**src/rtl/iter_alu_pkg.sv**
```systemverilog
// iter_alu_pkg: op codes and muldiv FSM states shared by the iterative ALU
package iter_alu_pkg;
  localparam logic [3:0] OP_ADD   = 4'd0;
  localparam logic [3:0] OP_SUB   = 4'd1;
  localparam logic [3:0] OP_OR    = 4'd2;
  localparam logic [3:0] OP_SLL   = 4'd3;
  localparam logic [3:0] OP_AND   = 4'd4;
  localparam logic [3:0] OP_SLT   = 4'd5;
  localparam logic [3:0] OP_MULTU = 4'd6;
  localparam logic [3:0] OP_DIVU  = 4'd7;
  typedef enum logic {S_IDLE, S_ITER} state_t;
endpackage

```
**src/rtl/iter_muldiv.sv**
```systemverilog
// iter_muldiv: one-bit-per-cycle shift-add multiplier and restoring divider
module iter_muldiv #(
  parameter int WIDTH = 32
) (
  input  logic             clk,
  input  logic             reset,
  input  logic             i_start,
  input  logic             i_is_div,
  input  logic [WIDTH-1:0] i_a,
  input  logic [WIDTH-1:0] i_b,
  output logic             o_done,
  output logic [WIDTH-1:0] o_hi,
  output logic [WIDTH-1:0] o_lo,
  output logic             o_busy
);
  import iter_alu_pkg::*;
  localparam int CW = $clog2(WIDTH);
  state_t r_state, w_next;
  logic [CW-1:0] r_cnt;
  logic [WIDTH-1:0] r_hi, r_lo, r_b, w_hi, w_lo;
  logic r_div, r_done, w_last;
  logic [WIDTH:0] w_sum, w_acc, w_rem, w_diff;
  // lo holds the multiplier (shifted out LSB-first) or the dividend (shifted out MSB-first)
  always_comb begin
    w_last = r_state == S_ITER && r_cnt == '0;
    w_next = r_state == S_IDLE ? (i_start ? S_ITER : S_IDLE) : (w_last ? S_IDLE : S_ITER);
    w_sum = {1'b0, r_hi} + {1'b0, r_b};
    w_acc = r_lo[0] ? w_sum : {1'b0, r_hi};
    w_rem = {r_hi, r_lo[WIDTH-1]};
    w_diff = w_rem - {1'b0, r_b};
    w_hi = r_div ? (w_diff[WIDTH] ? w_rem[WIDTH-1:0] : w_diff[WIDTH-1:0]) : w_acc[WIDTH:1];
    w_lo = r_div ? {r_lo[WIDTH-2:0], ~w_diff[WIDTH]} : {w_acc[0], r_lo[WIDTH-1:1]};
  end
  always_ff @(posedge clk) begin
    if (reset) r_state <= S_IDLE;
    else r_state <= w_next;
  end
  always_ff @(posedge clk) begin
    if (reset) begin
      r_cnt  <= '0;
      r_hi   <= '0;
      r_lo   <= '0;
      r_b    <= '0;
      r_div  <= 1'b0;
      r_done <= 1'b0;
    end else begin
      r_done <= w_last;
      if (r_state == S_IDLE && i_start) begin
        r_cnt <= CW'(WIDTH - 1);
        r_hi  <= '0;
        r_lo  <= i_a;
        r_b   <= i_b;
        r_div <= i_is_div;
      end else if (r_state == S_ITER) begin
        r_cnt <= r_cnt - CW'(1);
        r_hi  <= w_hi;
        r_lo  <= w_lo;
      end
    end
  end
  assign o_done = r_done;
  assign o_hi   = r_hi;
  assign o_lo   = r_lo;
  assign o_busy = r_state == S_ITER;
endmodule

```
**src/rtl/iter_alu.sv**
```systemverilog
// iter_alu: registered ALU with single-cycle ops and iterative MULTU/DIVU into HI/LO
module iter_alu #(
  parameter int WIDTH = 32,
  parameter int SHW   = $clog2(WIDTH)
) (
  input  logic             clk,
  input  logic             reset,
  input  logic             in_valid,
  output logic             in_ready,
  input  logic [3:0]       op,
  input  logic [WIDTH-1:0] a,
  input  logic [WIDTH-1:0] b,
  input  logic [SHW-1:0]   s,
  output logic             out_valid,
  output logic [WIDTH-1:0] result,
  output logic             zero,
  output logic             positive,
  output logic [WIDTH-1:0] hi,
  output logic [WIDTH-1:0] lo,
  output logic             busy
);
  import iter_alu_pkg::*;
  logic w_accept, w_md, w_done;
  logic [WIDTH-1:0] w_md_hi, w_md_lo, w_alu, w_res;
  logic r_v;
  logic [3:0] r_op;
  logic [WIDTH-1:0] r_a, r_b;
  logic [SHW-1:0] r_s;
  always_comb begin
    w_accept = in_valid && in_ready;
    w_md = op == OP_MULTU || op == OP_DIVU;
    w_alu = r_op == OP_SUB ? r_a - r_b :
            r_op == OP_OR  ? r_a | r_b :
            r_op == OP_SLL ? r_b << r_s :
            r_op == OP_AND ? r_a & r_b :
            r_op == OP_SLT ? WIDTH'($signed(r_a) < $signed(r_b)) :
            r_a + r_b;
    w_res = w_done ? w_md_lo : w_alu;
  end
  assign in_ready = ~busy;
  iter_muldiv #(.WIDTH(WIDTH)) u_muldiv (
    .clk      (clk),
    .reset    (reset),
    .i_start  (w_accept && w_md),
    .i_is_div (op == OP_DIVU),
    .i_a      (a),
    .i_b      (b),
    .o_done   (w_done),
    .o_hi     (w_md_hi),
    .o_lo     (w_md_lo),
    .o_busy   (busy)
  );
  // a single-cycle result and a muldiv completion never land on the same edge
  always_ff @(posedge clk) begin
    if (reset) begin
      r_v       <= 1'b0;
      r_op      <= '0;
      r_a       <= '0;
      r_b       <= '0;
      r_s       <= '0;
      out_valid <= 1'b0;
      result    <= '0;
      zero      <= 1'b0;
      positive  <= 1'b0;
      hi        <= '0;
      lo        <= '0;
    end else begin
      r_v       <= w_accept && !w_md;
      out_valid <= r_v || w_done;
      if (w_accept) begin
        r_op <= op;
        r_a  <= a;
        r_b  <= b;
        r_s  <= s;
      end
      if (r_v || w_done) begin
        result   <= w_res;
        zero     <= w_res == '0;
        positive <= !w_res[WIDTH-1] && w_res != '0;
      end
      if (w_done) begin
        hi <= w_md_hi;
        lo <= w_md_lo;
      end
    end
  end
endmodule
```
**config.mk**
```make
export PLATFORM = sky130hd
export DESIGN_NAME = iter_alu
export DESIGN_NICKNAME = d
export VERILOG_FILES = /design/src/rtl/iter_alu_pkg.sv /design/src/rtl/iter_muldiv.sv /design/src/rtl/iter_alu.sv
export SDC_FILE = /design/constraint.sdc
export NUM_CORES = 1
export LEC_CHECK = 0
export CAP_MARGIN = 20
export CORE_MARGIN = 8
export CORE_UTILIZATION = 45
export CTS_CLUSTER_SIZE = 10
export DETAILED_ROUTE_END_ITERATION = 10
export PLACE_DENSITY_LB_ADDON = 0.12
export SYNTH_ARGS = -nofsm -noshare
export SYNTH_HDL_FRONTEND = slang
export SYNTH_SLANG_ARGS = --single-unit
```
**constraint.sdc**
```tcl
create_clock -name clk -period 5.6 [get_ports clk]
set_input_delay 1.12 -clock clk [delete_from_list [all_inputs] [get_ports clk]]
set_output_delay 1.12 -clock clk [all_outputs]
set_load 0.1 [all_outputs]
```
### Word-level counts from Yosys, hierarchy flattened

Index checks and enable logic that the tools add are counted.
W data, S select, Z words.

* register bits after elaboration: 277
* bits in latches: 0
* bits in writable memories: 0
* bits in read-only memories: 0
* input bits: 76
* output and inout bits: 101
* memories: 0

* add/subtract/negate cells: 5
* multiply operators: 0
* divide/modulo/power cells: 0
* $lt $le $gt $ge: 1
* equality and inequality tests: 7
* shift operators: 1
* muxes and demuxes: 17
* bitwise logic cells: 4
* reduce and logical (&&, ||, !) cells: 15

Operators with widths (number)
* $mux W32: 11
* $add A32 B32 Y33: 1
* $mux W33: 1
* $sub A33 B32 Y33: 1
* $add A32 B32 Y32: 1
* $and A32 B32 Y32: 1
* $logic_not A32 Y1: 1
* $lt A32 B32 Y1: 1
* $or A32 B32 Y32: 1
* $reduce_bool A32 Y1: 1
* $shl A32 B5 Y32: 1
* $sub A32 B32 Y32: 1
* $eq A4 B3 Y1 const B: 4
* $mux W5: 2
* $eq A4 B2 Y1 const B: 2
* $logic_and A1 B1 Y1: 6
* $logic_not A5 Y1: 1
* $sub A5 B1 Y5 const B: 1
* $eq A4 B1 Y1 const B: 1
* $mux W1: 3
* $logic_not A1 Y1: 2
* $logic_or A1 B1 Y1: 2
* $not A1 Y1: 2
* $reduce_bool A2 Y1: 1
* $reduce_or A2 Y1: 1

### Longest topological paths before layout

Gate-level depths: netlist (run 1).

* depth in word-level cells: 9
* mapped depth: 17

### Modules after synthesis

Synthesis (run 1) repeated with hierarchy kept, for this count alone.

* cell total of the unflattened synthesis: 3084
* area total of the unflattened synthesis: 23401.2 µm²

By module, submodules not included
* iter_alu: times used 1, cells an instance 1948, area an instance 14611.5 µm², sequential area each 3463.3 µm²
* iter_muldiv: times used 1, cells an instance 1136, area an instance 8789.7 µm², sequential area each 2082.0 µm²

### Worst setup path before layout (run 1)

OpenSTA, ideal clock, no wires.

* path kind: reg-to-reg
* start point: register r_b[4]
* end point: register positive
* arrival: 3.516 ns
* required time: 5.479 ns
* path slack: 1.963 ns
* stages on the path, launching flop included: 16
* cell sequence: dfxtp_1 -> clkbuf_1 -> inv_1 -> ha_1 -> buf_4 -> nor2b_1 -> a2111oi_4 -> a211oi_2 -> o31ai_2 -> mux2i_1 -> o311ai_1 -> a2111oi_2 -> nand4_1 -> or4_1 -> nor2_1 -> o21ai_1

* word-level cells in the longest chain between the ends: 9
* elaborated cells between the ends (all ways): 15
* those cells by class: 2 x add/sub; 1 x order compare; 1 x shift; 6 x mux; 2 x bitwise; 3 x reduce/logical

RTL lines
* start, declared: RTL line iter_alu.sv:27 `logic [WIDTH-1:0] r_a, r_b;`
* start signal, assigned: RTL line iter_alu.sv:59 `r_b <= '0;`
* start signal, assigned: RTL line iter_alu.sv:73 `r_b <= b;`
* $add A32 B32 Y32 / $lt A32 B32 Y1 (equally long branches): RTL line iter_alu.sv:37, iter_alu.sv:36
* $mux W32: RTL line iter_alu.sv:36 `r_op == OP_SLT ? WIDTH'($signed(r_a) < $signed(r_b)) :`
* $mux W32: RTL line iter_alu.sv:35 `r_op == OP_AND ? r_a & r_b :`
* $mux W32: RTL line iter_alu.sv:34 `r_op == OP_SLL ? r_b << r_s :`
* $mux W32: RTL line iter_alu.sv:33 `r_op == OP_OR ? r_a | r_b :`
* $mux W32 *: RTL line iter_alu.sv:32 `w_alu = r_op == OP_SUB ? r_a - r_b :`
* $mux W32 *: RTL line iter_alu.sv:38 `w_res = w_done ? w_md_lo : w_alu;`
* $reduce_bool A32 Y1 / $logic_not A1 Y1 (equally long branches): RTL line iter_alu.sv:79 `positive <= !w_res[WIDTH-1] && w_res != '0;`
* $logic_and A1 B1 Y1 *: RTL line iter_alu.sv:79
* end signal, assigned: RTL line iter_alu.sv:64 `positive <= 1'b0;`
* end signal, assigned: RTL line iter_alu.sv:79
* end, declared: RTL line iter_alu.sv:17 `output logic positive,`

Every way passes the cells marked *; elsewhere a longest branch is shown, timed or not.
A chain may end at the register's enable or synchronous reset.

### Worst setup path after layout (run 1)

* start point: register r_b[5]
* end point: register positive

The elaborated chain is that of the path after synthesis.

==> results of run 1 <==
area by class of cell:
type | count | area share (%)
inverters | 150 | 2.14
clock buffers | 48 | 3.88
clock inverters | 6 | 0.276
repair buffers | 255 | 9.03
multi-input cells | 2377 | 60.3
flip-flops and latches | 277 | 21.2
well taps | 672 | 3.20
diodes | 2 | 0.0191
cell usage after synthesis (all sizes together) (7+ instances only):
cell type | count | area [um^2]
o211ai | 44 | 335
ha | 163 | 2040
and3 | 10 | 62.6
or2 | 11 | 68.8
xor2 | 22 | 193
o31ai | 28 | 215
and2 | 18 | 113
inv | 147 | 552
o311ai | 9 | 78.8
mux4 | 26 | 586
a31oi | 25 | 156
nor4 | 22 | 138
nand2 | 441 | 1660
nand3 | 43 | 215
o2111ai | 10 | 87.6
o21ai | 131 | 659
dfxtp | 277 | 5550
o21a | 21 | 158
nand3b | 8 | 63.8
a22oi | 34 | 255
nor3 | 59 | 300
nor2b | 43 | 269
mux2 | 43 | 484
a21oi | 384 | 1930
a21o | 33 | 248
nor2 | 231 | 872
nand2b | 24 | 150
o221ai | 16 | 140
o21bai | 15 | 113
mux2i | 133 | 1330
a211o | 9 | 78.8
or4 | 7 | 56.3
a221oi | 26 | 228
a2111oi | 13 | 159
o22ai | 15 | 93.8
nand4 | 22 | 138
buf | 55 | 330
xnor2 | 59 | 517
a22o | 11 | 96.3
clkbuf | 147 | 553
a211oi | 54 | 415
or3 | 16 | 100
o31a | 12 | 105
per-stage QoR:
step	setup slack, ns	area (um^2)
CTS	0.861	26300
global route	0.515	26300
finish	0.642	26300
global placement	1.02	25200
floorplan	1.96	22800
detailed placement	0.946	25200
worst max-delay path: cells and delay by family, from the launching register on:
kind                       cells  cell delay [ns]
buffers and inverters          2             0.36
adders and majority gates      1             0.60
AOI/OAI and AO/OA              7             2.11
DFF                            1             0.56
and+or+nand+nor                4             1.17
report_power, final:
group | total, mW | internal (mW) | switching [mW] | leakage, nW
Sequential | 2.17 | 2.04 | 0.127 | 2.26
Clock | 2.25 | 1.31 | 0.940 | 0.531
Combinational | 2.00 | 0.697 | 1.30 | 7.04
sequential cells by signal, indices dropped and copies added (netlist names):
signal           flops
r_op                 4
lo                  32
hi                  32
u_muldiv.r_b        32
u_muldiv.o_busy      1
r_a                 32
u_muldiv.r_div       1
positive             1
u_muldiv.o_hi       32
r_s                  5
r_b                 32
u_muldiv.r_cnt       5
result              32
r_v                  1
u_muldiv.o_lo       32
out_valid            1
zero                 1
u_muldiv.o_done      1
layer usage:
layer	GRT usage, %	vias up
li1	-	11000
met5	0	-
met4	21.6	4
met3	6.58	303
met2	58.9	1268
met1	41.4	11600
cells by family after synthesis:
group | Yosys count | synth area share [%]
adders and majority gates | 167 | 9.31
AOI/OAI and AO/OA | 952 | 27.0
buffers and inverters | 352 | 6.35
DFF | 277 | 24.4
xor gates and xnor gates | 81 | 3.12
muxes | 202 | 10.5
and+or+nand+nor | 975 | 19.3
cells in the final DEF (no fill, tap or decap), types with 12 or more instances in the layout:
master,n
sky130_fd_sc_hd__nand2_1,438
sky130_fd_sc_hd__a21oi_1,382
sky130_fd_sc_hd__dfxtp_1,270
sky130_fd_sc_hd__nor2_1,228
sky130_fd_sc_hd__clkdlybuf4s50_1,175
sky130_fd_sc_hd__ha_1,163
sky130_fd_sc_hd__inv_1,144
sky130_fd_sc_hd__mux2i_1,133
sky130_fd_sc_hd__o21ai_0,128
sky130_fd_sc_hd__buf_4,78
sky130_fd_sc_hd__xnor2_1,59
sky130_fd_sc_hd__nor3_1,56
sky130_fd_sc_hd__a211oi_1,52
sky130_fd_sc_hd__o211ai_1,43
sky130_fd_sc_hd__mux2_2,43
sky130_fd_sc_hd__nand3_1,43
sky130_fd_sc_hd__nor2b_1,42
sky130_fd_sc_hd__clkbuf_16,38
sky130_fd_sc_hd__a22oi_1,34
sky130_fd_sc_hd__a21o_1,33
sky130_fd_sc_hd__o31ai_1,27
sky130_fd_sc_hd__a221oi_1,26
sky130_fd_sc_hd__mux4_2,26
sky130_fd_sc_hd__a31oi_1,25
sky130_fd_sc_hd__nand2b_1,24
sky130_fd_sc_hd__nand4_1,22
sky130_fd_sc_hd__nor4_1,22
sky130_fd_sc_hd__o21a_1,21
sky130_fd_sc_hd__xor2_1,21
sky130_fd_sc_hd__and2_1,18
sky130_fd_sc_hd__or3_1,16
sky130_fd_sc_hd__o221ai_1,16
sky130_fd_sc_hd__o21bai_1,15
sky130_fd_sc_hd__o22ai_1,15
sky130_fd_sc_hd__o31a_1,12
how the worst max path moves through the flow:
stage,end,slack (ns),cells past startpoint
final,positive$_SDFFE_PP0P_,0.64,14
after global routing,positive$_SDFFE_PP0P_,0.51,14
after CTS,positive$_SDFFE_PP0P_,0.86,13
after detailed placement,positive$_SDFFE_PP0P_,0.95,14
after global placement,positive$_SDFFE_PP0P_,1.02,13
after floorplan,positive$_SDFFE_PP0P_,1.96,15
==> results.txt, run 1 <==
The share of post-route cells with drive strength above 1 is 8.10%. The finished layout holds 3787 standard cells, fillers aside. The detailed router finished its first iteration with 2581 violations. The critical path starts at r_b[5]$_SDFFE_PP0P_.

For this run the aggregate overflow at the end of global routing stands at 0. The end of the worst hold path is lo[29]$_SDFFE_PP0P_. The starting utilization of the core area came out at 45.5%. The half-perimeter wire length after detailed placement is 82700 um. The wire length on met3 is 8510 um. The total power divided by cell area is 244 nW/um^2. The signal on the critical path passes through inv_1 -> ha_1 -> o211ai_1 -> a21oi_1 -> a21boi_0 -> a32o_1 -> a2111oi_0 -> o21ai_0 -> nor4_1 -> buf_4 -> nand4_1 -> or4_1 -> nor2_1 -> o21ai_1.

The final worst-path cycle share came out at 88.5%. The height of the chip came out at 241 um. The buffer depth of the longest clock path came out at 3. Subtracting the final worst setup slack from the clock period gives 4.96 ns.

Counting instances, the worst hold path has a depth of 2. In this run the top signal layer used is met5. The area occupied by multi-input gates is 15800 um^2. The setup slack on the worst flop-to-flop path is 0.64 ns.

The endpoint of the most critical register-to-register path is positive$_SDFFE_PP0P_. The routed length on met2 is 49500 um. The first-pass GRT wire length is 154000 um.

The via count of the first global-routing pass came to 23.4k. Counting every instance in the synthesized netlist gives 3006. In the routed design, unresolved DRC markers number 0. The global placement routability congestion is 1.06. The total routed wire length on the met1 layer came out at 40700 um. In this run the most critical hold path is launched from lo[29]$_SDFFE_PP0P_.

In this run the worst hold path is classified as reg2reg. The area enclosed by the die boundary came out at 58000 um^2. The depth of the CTS H-tree came out at 2. Along the worst path, the maximum fanout reaches 13. The area of the core is 50100 um^2. The number of setup buffers added after CTS is 0. The pin count of the biggest net entering global routing is 92. Setup total negative slack on the finished layout was measured at 0 ns. In this run the static leakage power is 9.83 nW. The post-CTS resize count is 0. 177 I/O pins were placed. The utilization of the core after routing came out at 52.5%. The worst-case IR drop observed on VDD is 0.000215 V.

Across the run, the number of max-cap violations was 0. The later-pin clock latency in the skew report is 0.57 ns. After clock tree synthesis, the clock-pin slew on the worst setup and hold paths is 0.07 ns. The width of the chip is 241 um. The routed layout has 24.2k vias.

The synthesized net count is 3249. The design draws 6.42 mW. The number of enable flip-flop cells after synthesis is 0. The total CTS buffers is 36.

The routed wirelength normalized by instance count is 28.0 um. The worst setup path is captured at a register. The final layout net count came out at 3340. The count of final max-slew check failures came to 0. For this run, the detailed router's first-pass iteration total came to 9. The startpoint identified for the worst register-to-register timing path is r_b[5]$_SDFFE_PP0P_.

The depth of the worst register-to-register path is 14. The mean instance size in the synthesized netlist came out at 7.57 um^2. Setup repair after global routing left no endpoint under its margin. On the final layout, the worst hold slack is 0.463 ns.

The number of flip-flops and latches in the synthesized netlist is 277. The sequential share of the synthesized area is 24.4%. The flow ran to the end, and the final reports show no timing, DRC or antenna violations. The highest-delay cell along the critical path is sky130_fd_sc_hd__a2111oi_0.

In this run, post-CTS hold repair placed 0 buffers. Global routing consumed, over all layers together, 35.2% of the routing resources. The delay of the slowest cell on the worst path came out at 0.67 ns. The post-synthesis cell type count is 99. The synthesized area is 22800 um^2. The detail-routed via count per cell came out at 6.39. Data on the critical path arrives at its endpoint at 5.38 ns.

The worst setup path is launched from a register. The worst relative slew slack is 25.3%. Clock skew on the completed layout was measured at 0.0380 ns. The warning count from the yosys run came out at 0. In this run the remaining antenna-violating nets after routing total 0. The sequential standard cell area is 5560 um^2.

The row count came out at 82. The endpoint required time on the critical path is 6.02 ns. The tree is rooted in a sky130_fd_sc_hd__clkbuf_16. The initial antenna violation count is 3. The final wirelength came out at 106000 um. At the pin with the least slew margin, the transition time is 1.12 ns. The CTS tree is yes.

The most used flip-flop cell after synthesis is sky130_fd_sc_hd__dfxtp_1. The hold violation total from the final report was 0. CTS saw 277 sinks. During placement, the flow inserted port buffers numbering 176. The setup path with the least slack is of type reg2reg. The filler cell count in the final layout came out at 5029. The fmax is 202 MHz. The total placed cells including tap cells came out at 3731. Of all flip-flops after synthesis, the portion carrying an async set or reset was 0%. The count of final setup violators came out at 0. The area growth from synthesis to final layout came out at 15.4%.
Power figures use the tool's default switching activity.
==> run 2, diff against run 1 <==
Settings changed: PLACE_DENSITY_LB_ADDON 0.12 to unset.
==> run 2 against run 1 <==
  * Critical path depth up 1
  * Fmax fell by 2.9%
  * Non-clock buffer count grew 5
  * Critical endpoint is now zero$_SDFFE_PP0P_
  * Final cell count up 0.24%
  * Clock power barely moved
  * Sequential share of layout area is 0.052 points lower
  * Largest power group unchanged
==> results.txt, run 2 (synthesis gave the netlist of run 1 again) <==
The violation count after the first detailed-routing iteration is 2725. The worst setup path is launched from a register. The pin count of the biggest net entering global routing is 75. STA classifies the critical path endpoint as a register.

The internal power of the cells totals 4.07 mW. The number of setup buffers added after CTS is 0. The total area inside the core boundary comes to 50100 um^2.

The share of total power dissipated in the clock network is 34.9%. The sequential standard cell area came out at 5560 um^2. The first-pass GRT wire length came out at 156000 um. The final wirelength is 108000 um. The detail-routed via count per cell came out at 6.46.

At the pin with the least slew margin, the transition time is 1.12 ns. The cell area after placement came out at 25200 um^2. The critical path arrival is 5.60 ns. The largest vdd supply drop is 0.000239 V. Setup repair after global routing left no endpoint under its margin. The total overflow reported by the global router came out at 0. The global-route usage over all layers came out at 35.7%. The fmax came out at 196 MHz. The final layout net count came out at 3345. The count of max-cap constraint violations is 0. The quantity of I/O buffers inserted on ports is 176.

The tightest min-delay check is of the reg2reg type. The global placement routability congestion came out at 1.01. The later-pin clock latency in the skew report came out at 0.56 ns. The post-detailed-route DRC marker count came out at 0. The leakage component of the power came out at 9.86 nW.

The global-route track usage on met2 is 59.3%. The cell area after layout is 26300 um^2. In this run switching power makes up 36.8% of total power. The total of hold buffers inserted after clock tree synthesis is 0. The total power divided by cell area came out at 245 nW/um^2. The library cell used most frequently in the layout, excluding fill and tap cells, is sky130_fd_sc_hd__nand2_1. The via count of the first global-routing pass is 23.2k. Setup violations remaining at the end of the flow were counted as 0. The initial antenna violation count came to 2. The detail route stage leaves a number of antenna-violating nets equal to 0. Gates resized during post-CTS repair numbered 0. The power share of the combinational group came out at 31.6%. The height of the chip came out at 241 um.

Relative to the synthesized area, the layout overhead comes to 15.7%. The register share of total power is 33.6%. The layer flagged by global routing as most heavily used is met2. The clock slew at the register clock pins of the worst setup and hold paths came out at 0.05 ns. Of all nets on the critical path, the largest fanout is 8. The post-placement worst setup slack is 0.788 ns. The total CTS buffers came out at 36. The row count came out at 82. The endpoint required time on the critical path came out at 6.09 ns. The run finished with clean final reports.

The count of vias placed by the detailed router came out at 24.5k. The post-route netlist has 8.20% of its cells at a drive strength greater than 1. The number of top-level design ports is 177. The filler cell count in the final layout came out at 4978. The area enclosed by the die boundary came out at 58000 um^2. The worst relative slew slack came out at 24.9%.

The buffer cell driving the clock tree root is sky130_fd_sc_hd__clkbuf_16. The half-perimeter wire length after detailed placement is 84900 um. The area occupied by multi-input gates came out at 15800 um^2.

The depth of the CTS H-tree is 2. The utilization of the core after routing came out at 52.6%. The category of the critical setup timing path is reg2reg.

The floorplan step set the die width to 241 um. The buffer depth of the longest clock path came out at 3. The hold violation total from the final report is 0. The clock period minus worst slack is 5.11 ns. The clock arrives with 0.0242 ns of skew. Once the floorplan was initialized, standard cells occupied 45.5% of the core. Dividing the final minimum period by the clock period gives 91.2%. Counting every sink on the clock net gives 277. Before antenna repair, the detailed router went through 6 iterations. In the global route stage, met3 resource usage came out at 6.43%. In the layout the commonest cells are 438 x sky130_fd_sc_hd__nand2_1, 382 x sky130_fd_sc_hd__a21oi_1, 271 x sky130_fd_sc_hd__dfxtp_1. The minimum setup slack in the final design is 0.492 ns. TritonCTS built the clock tree. The net switching power is 2.37 mW.

The routed wirelength normalized by instance count came out at 28.4 um. The count of final max-slew check failures came to 0. For the final routed database, the setup TNS stands at 0 ns. The met1 capacity usage during global routing is 43.3%.
==> run 2: final timing paths <==
kind              depth (start not counted)                    start                       to  slack (ns)
hold / removal                            2  result[15]$_SDFFE_PP0P_  result[15]$_SDFFE_PP0P_        0.45
hold reg to reg                           2  result[15]$_SDFFE_PP0P_  result[15]$_SDFFE_PP0P_        0.45
setup / recovery                         15      r_b[0]$_SDFFE_PP0P_        zero$_SDFFE_PP0P_        0.49
setup reg to reg                         15      r_b[0]$_SDFFE_PP0P_        zero$_SDFFE_PP0P_        0.49
==> run 2: layer usage <==
metal	up-vias	part of all wire, %	routed length, um
li1	11100	-	-
met1	11800	39	41700
met2	1323	46	49700
met3	293	8.5	9180
met4	0	6.7	7160
met5	-	0	0
==> run 2: worst max-delay path, stage by stage (launching register included) <==
cell and delay (ns):
sky130_fd_sc_hd__dfxtp_1 0.46, sky130_fd_sc_hd__ha_1 0.26, sky130_fd_sc_hd__inv_1 0.07, sky130_fd_sc_hd__fa_1 0.40, sky130_fd_sc_hd__nand2b_1 0.18, sky130_fd_sc_hd__a21oi_1 0.56
sky130_fd_sc_hd__or4_1 0.21, sky130_fd_sc_hd__nand3_1 0.10, sky130_fd_sc_hd__a221oi_1 0.84, sky130_fd_sc_hd__o21ai_0 0.41, sky130_fd_sc_hd__nor4_1 0.36, sky130_fd_sc_hd__buf_4 0.20
sky130_fd_sc_hd__nand4_1 0.13, sky130_fd_sc_hd__or4_1 0.55, sky130_fd_sc_hd__nor2_1 0.18, sky130_fd_sc_hd__a32o_2 0.15
==> run 2: metrics by stage <==
stage | instances | power [mW] | hold slack [ns]
after floorplan | 3006 | 3.46 | 0.447
after global placement | 3734 | 4.17 | 0.447
after detailed placement | 3735 | 4.17 | 0.444
after CTS | 3792 | 6.42 | 0.450
after global routing | 3793 | 6.65 | 0.480
final | 3796 | 6.44 | 0.449
==> run 2: final cells by class <==
cell class	count	share of cell area (%)
tap	672	3.19
timing repair buffer	260	9.15
clock buffer	52	3.96
clock inverter	5	0.252
sequential	277	21.1
inverter	150	2.14
multi-input combinational	2377	60.1
antenna	3	0.0285
==> run 2: power by group through the flow <==
stage	clock, mW	combinational (mW)	sequential, mW
after floorplan	0	1.18	2.28
after global placement	0	1.98	2.19
after detailed placement	0	1.97	2.20
after CTS	2.28	1.98	2.16
after global routing	2.35	2.13	2.17
final	2.25	2.03	2.16
